===== config.mk =====
export PLATFORM = sky130hd
export DESIGN_NAME = floating_point_accumulator
export DESIGN_NICKNAME = d
export VERILOG_FILES = /design/src/rtl/fp_pkg.sv /design/src/rtl/fp_class_detect.sv /design/src/rtl/floating_point_accumulator.sv
export SDC_FILE = /design/constraint.sdc
export NUM_CORES = 1
export LEC_CHECK = 0
export BUFFER_PORTS_ARGS = -buffer_cell sky130_fd_sc_hd__buf_2
export CELL_PAD_IN_SITES_DETAIL_PLACEMENT = 0
export CELL_PAD_IN_SITES_GLOBAL_PLACEMENT = 1
export CORE_ASPECT_RATIO = 0.6
export CORE_UTILIZATION = 38
export CTS_BUF_LIST = sky130_fd_sc_hd__clkbuf_4 sky130_fd_sc_hd__clkbuf_8
export CTS_CLUSTER_SIZE = 10
export DETAILED_ROUTE_END_ITERATION = 8
export HOLD_SLACK_MARGIN = 0.05
export PLACE_DENSITY = 0.87
export SYNTH_ARGS = -nofsm -noshare
export SYNTH_HDL_FRONTEND = slang
export SYNTH_SLANG_ARGS = --single-unit

===== constraint.sdc =====
create_clock -name clk_in -period 3.2 [get_ports clk_in]
set_input_delay 0.64 -clock clk_in [delete_from_list [all_inputs] [get_ports clk_in]]
set_output_delay 0.64 -clock clk_in [all_outputs]
set_load 0.01 [all_outputs]

===== src/rtl/fp_pkg.sv =====
// Shared definitions for the single-precision accumulator and its adder:
// field widths, special encodings, opcodes and the accumulator state type.
package fp_pkg;

  localparam int unsigned FP_DATA_WIDTH = 32;
  localparam int unsigned FP_MENT_WIDTH = 23;
  localparam int unsigned FP_EXPO_WIDTH = 8;

  localparam logic [31:0] FP_POS_ZERO = 32'h0000_0000;
  localparam logic [31:0] FP_QNAN     = 32'h7FC0_0000;
  localparam logic [7:0]  FP_EXP_ONES = 8'hFF;

  localparam logic OP_ADD = 1'b0;
  localparam logic OP_SUB = 1'b1;

  typedef enum logic [1:0] {
    IDLE,
    ACCEPT,
    EXEC,
    DONE
  } acc_state_t;

endpackage


===== src/rtl/fp_class_detect.sv =====
// NaN / infinity decode of an IEEE-754 exponent and mantissa field pair.
module fp_class_detect #(
  parameter int unsigned EXPO_WIDTH = 8,
  parameter int unsigned MENT_WIDTH = 23
) (
  input  logic [EXPO_WIDTH-1:0] expo,
  input  logic [MENT_WIDTH-1:0] ment,
  output logic                  is_nan,
  output logic                  is_inf
);

  // Exponent all-ones marks a special value; the mantissa picks NaN or Inf.
  always_comb begin
    is_nan = (&expo) && (|ment);
    is_inf = (&expo) && !(|ment);
  end

endmodule


===== src/rtl/floating_point_accumulator.sv =====
// Sequential wrapper around an external combinational FP adder: accepts a
// valid/ready operand stream, folds each operand into a running sum and
// presents the final sum, operand count and exception flags.
// Optional: define FPACC_EXCEPTION_EN for sticky NaN/Inf flags.
module floating_point_accumulator
  import fp_pkg::*;
#(
  parameter int unsigned DATA_WIDTH = 32,
  parameter int unsigned MENT_WIDTH = 23,
  parameter int unsigned EXPO_WIDTH = 8,
  parameter int unsigned CNT_WIDTH  = 16
) (
  input  logic                  clk_in,
  input  logic                  rst_in,
  input  logic                  start_in,
  input  logic [DATA_WIDTH-1:0] data_in,
  input  logic                  data_op_in,
  input  logic                  data_last_in,
  input  logic                  data_valid_in,
  output logic                  data_ready_out,
  output logic [DATA_WIDTH-1:0] add_a_out,
  output logic [DATA_WIDTH-1:0] add_b_out,
  output logic                  add_op_out,
  input  logic [DATA_WIDTH-1:0] add_result_in,
  output logic [DATA_WIDTH-1:0] result_out,
  output logic [CNT_WIDTH-1:0]  result_count_out,
  output logic                  result_valid_out,
  input  logic                  result_ready_in,
  output logic [1:0]            exc_flags_out
);

  localparam logic [DATA_WIDTH-1:0] POS_ZERO =
    DATA_WIDTH'({1'b0, {EXPO_WIDTH{1'b0}}, {MENT_WIDTH{1'b0}}});

  acc_state_t            state_q, state_d;
  logic [DATA_WIDTH-1:0] sum_q, add_a_q, opnd_q;
  logic                  op_q, last_q;
  logic [CNT_WIDTH-1:0]  count_q;
  logic                  accept;

  assign accept = data_valid_in & data_ready_out;

  // State register; reset outranks start.
  always_ff @(posedge clk_in) begin
    if (rst_in) state_q <= IDLE;
    else        state_q <= state_d;
  end

  // Next-state: start aborts from anywhere into ACCEPT.
  always_comb begin
    state_d = state_q;
    if (start_in) begin
      state_d = ACCEPT;
    end else begin
      case (state_q)
        IDLE:    state_d = IDLE;
        ACCEPT:  if (accept) state_d = EXEC;
        EXEC:    state_d = last_q ? DONE : ACCEPT;
        DONE:    if (result_ready_in) state_d = IDLE;
        default: state_d = IDLE;
      endcase
    end
  end

  // Handshake outputs; a start in the same cycle blocks operand acceptance.
  always_comb begin
    data_ready_out   = (state_q == ACCEPT) && !start_in;
    result_valid_out = (state_q == DONE);
  end

  // Adder operands are captured on accept so they stay put outside EXEC;
  // the sum and count update at the end of the single EXEC cycle.
  always_ff @(posedge clk_in) begin
    if (rst_in) begin
      sum_q   <= '0;
      add_a_q <= '0;
      opnd_q  <= '0;
      op_q    <= OP_ADD;
      last_q  <= 1'b0;
      count_q <= '0;
    end else if (start_in) begin
      sum_q   <= POS_ZERO;
      count_q <= '0;
    end else begin
      if (accept) begin
        add_a_q <= sum_q;
        opnd_q  <= data_in;
        op_q    <= data_op_in;
        last_q  <= data_last_in;
      end
      if (state_q == EXEC) begin
        sum_q <= add_result_in;
        if (count_q != '1) count_q <= count_q + CNT_WIDTH'(1);
      end
    end
  end

  assign add_a_out        = add_a_q;
  assign add_b_out        = opnd_q;
  assign add_op_out       = op_q;
  assign result_out       = sum_q;
  assign result_count_out = count_q;

`ifdef FPACC_EXCEPTION_EN
  logic       res_nan, res_inf;
  logic [1:0] flags_q;

  fp_class_detect #(
    .EXPO_WIDTH(EXPO_WIDTH),
    .MENT_WIDTH(MENT_WIDTH)
  ) u_class (
    .expo  (add_result_in[MENT_WIDTH +: EXPO_WIDTH]),
    .ment  (add_result_in[MENT_WIDTH-1:0]),
    .is_nan(res_nan),
    .is_inf(res_inf)
  );

  // Sticky flags accumulate on every EXEC capture until start or reset.
  always_ff @(posedge clk_in) begin
    if (rst_in || start_in)    flags_q <= '0;
    else if (state_q == EXEC)  flags_q <= flags_q | {res_inf, res_nan};
  end

  assign exc_flags_out = flags_q;
`else
  assign exc_flags_out = '0;
`endif

endmodule


==> results.cfg <==
[run_status]
status = completed

[clock_network]
clockBufferDepth = 2
post_cts_buffers = 0
clockRootBuffer = clkbuf_8
h-tree-depth = 4
numCtsBuffers = 17
post_cts_resized = 0
cts_sinks = 116
cts_tree = done
cts.clk_slew.worst_paths_ns = 0.07
clk_latency_ns = 0.42
cts_hold_buffers = 0

[min_path]
hold_path.class = reg2reg
holdPathStages = 2
min_from = add_a_out[16]
hold_end = add_a_out[16]

[power]
internal-power_mw = 2.15
power_frac_comb_pct = 4.7
ir_drop_uv = 235
p_clk_share_pct = 43.0
p_leak_nw = 2.49
p_switching_uw = 650
seq_power_share_pct = 52.3
power_density_nw_per_um2 = 486
switching_share_pct = 23.3

[die]
core_area_um2 = 10900
io_pins = 188
die_y_um = 85.3
die_x_um = 141
fp-row-count = 29
initial_core_util_pct = 40.4
dieArea_um2 = 12000

[setup_path]
r2r-start = state_q[1]
crit_type = reg2reg
r2r_slack_ns = 1.17
cp.depth = 6
ff2ff_path_depth = 6
end_kind = register
worst-path-buf-inv = 1
startpoint_type = register
critical_path_required_ns = 3.51
path_cells = ha_2, buf_4, and4_1, nand3_1, o31a_1, o21a_1
cp_top_family = simple AND/OR/NAND/NOR gates
r2r_end = result_count_out[11]
critPathMaxStageDelay_ns = 0.38
critical_path_arrival_ns = 2.34
worst-path-max-fanout = 22
cp_slowest_cell = dfxtp_1

[routing]
vias = 4160
drt_wl_total_um = 11800
antenna_left = 0
drt-initial-drc-count = 197
firstDrtPassIters = 4
routedWlPerCell_um = 14.1
vias_per_cell = 4.96
drc = 0

[sta]
finalSetupTns_ns = 0
max_clock_freq_mhz = 492
rsz0062_at_grt = no
final-setup-viol-count = 0
finalCritPeriodShare_pct = 63.5
hold_violations = 0
slew_headroom_pct = 38.8
fin_skew_ns = 0.0152
finalCriticalPeriod_ns = 2.03
whs_ns = 0.453
drv_slew = 0
worst_slack_ns = 1.17
worstMarginPinSlew_ns = 0.918

[layout]
fillers = 1065
nets = 763
antenna_cells = 0
fin_cells = 838
drive_above_1_share_pct = 33.3
synthToLayoutAreaGrowth_pct = 31.0

[synth]
synth_compound_area_share_pct = 12.1
async_flop_share_pct = 0
syn_avg_cell_area_um2 = 8.60
synth_fa_ha_area_share_pct = 1.14
synth_xor_area_share_pct = 0
synth_seq_area_share_pct = 52.8
synth_edf_count = 0
synth_top_family_by_area = simple AND/OR/NAND/NOR gates
yosys_warnings = 0
synthesis.area_um2 = 4390
muxShareOfSynthArea_pct = 7.97
ys_dominant_reg_cell = dfxtp_1
syn_inst = 511
synthSimpleGateAreaFrac_pct = 21.8
yosys_register_bits = 116
synth_cell_types = 39

[global_route]
overflow = 0
antenna_found_initial = 0
track_usage_pct = 20.1
grt_max_degree = 70
grt_pass1_wl_um = 18800
grt_pass1_vias = 3861

[placed_design]
dp_hpwl_um = 8380
dpl.cell_count = 808
port_buffers = 185
pre_cts_slack_ns = 1.14
gp_congestion = 0.797

[run]
drv_cap = 0
## through the flow
step	util [%]	power, mW	area (um^2)
6_report	52.9	2.79	5750
5_1_grt	52.9	2.92	5750
4_1_cts	52.9	2.83	5750
3_5_place_dp	49.7	1.63	5410
3_3_place_gp	49.7	1.62	5410
2_1_floorplan	-	1.56	4400
## power groups by stage
| stage | clock (mW) | combinational (mW) | sequential (mW) |
|---|---|---|---|
| after floorplan | 0 | 0.0595 | 1.50 |
| after global placement | 0 | 0.131 | 1.49 |
| after detailed placement | 0 | 0.133 | 1.49 |
| after CTS | 1.24 | 0.133 | 1.46 |
| after global routing | 1.32 | 0.144 | 1.46 |
| final | 1.20 | 0.131 | 1.46 |
## registers in the layout, indices dropped and copies added, names as in the netlist
name and cells:
result_count_out 16, last_q 1, add_b_out 32, add_a_out 32
add_op_out 1, state_q 2, result_out 32
## cell type report
class,count,area (um^2),share of cell area [%]
multi-input cells,356,1900,33.1
well taps,139,174,3.02
flip-flops and latches,116,2320,40.4
repair buffers,191,983,17.1
inverters,6,22.5,0.391
clock buffers,20,263,4.57
clock inverters,10,86.3,1.50
## metal layers
layer | vias to the layer above | global-route usage [%] | routed length (um)
li1 | 2073 | - | -
met4 | 0 | 6.72 | 43
met3 | 4 | 8.30 | 1040
met1 | 1925 | 24.9 | 5530
met2 | 158 | 31.7 | 5220
met5 | - | 0 | 0
## worst reg2reg max path, stage by stage, from the launching register on
cell and delay (ns):
dfxtp_1 0.38, ha_2 0.23, buf_4 0.33, and4_1 0.39
nand3_1 0.15, o31a_1 0.27, o21a_1 0.19
## cell usage after synthesis (4+ instances only)
cell type,n,area [um^2]
ha_1,4,50.1
a21oi_1,78,390
or3_1,4,25.0
clkbuf_1,19,71.3
nand4_1,7,43.8
nor3_1,4,20.0
buf_2,12,60.1
inv_1,6,22.5
nand2_1,137,514
o21ai_0,9,45.0
mux2i_1,35,350
dfxtp_1,116,2320
nor2_1,40,150
nand3_1,5,25.0
## layout by cell type, fill, tap and decap left out, types with 6 or more instances in the layout
master and n:
nand2_1 137, clkbuf_8 18, mux2i_1 35, nor2_1 40, a21oi_1 78, dfxtp_1 116, nand4_1 7, buf_2 185
o21ai_0 9, inv_1 6
## cells by family (layout without fill, tap and decap cells)
group	count (synthesis)	count (layout)
AOI/OAI and AO/OA	99	99
adders and majority gates	4	4
buffers and inverters	40	227
DFF	116	116
muxes	35	35
other	1	2
and+or+nand+nor	216	216
## how the worst max path moves through the flow
stage / from / endpoint / slack [ns]
finish: state_q[1] / result_count_out[11] / 1.17
global route: state_q[1] / result_count_out[15] / 1.01
global placement: rst_in / result_count_out[4] / 1.18
floorplan: rst_in / result_out[5] / 1.55
detailed placement: start_in / add_a_out[6] / 1.14
CTS: state_q[1] / data_ready_out / 1.15
Power figures use the tool's default switching activity.
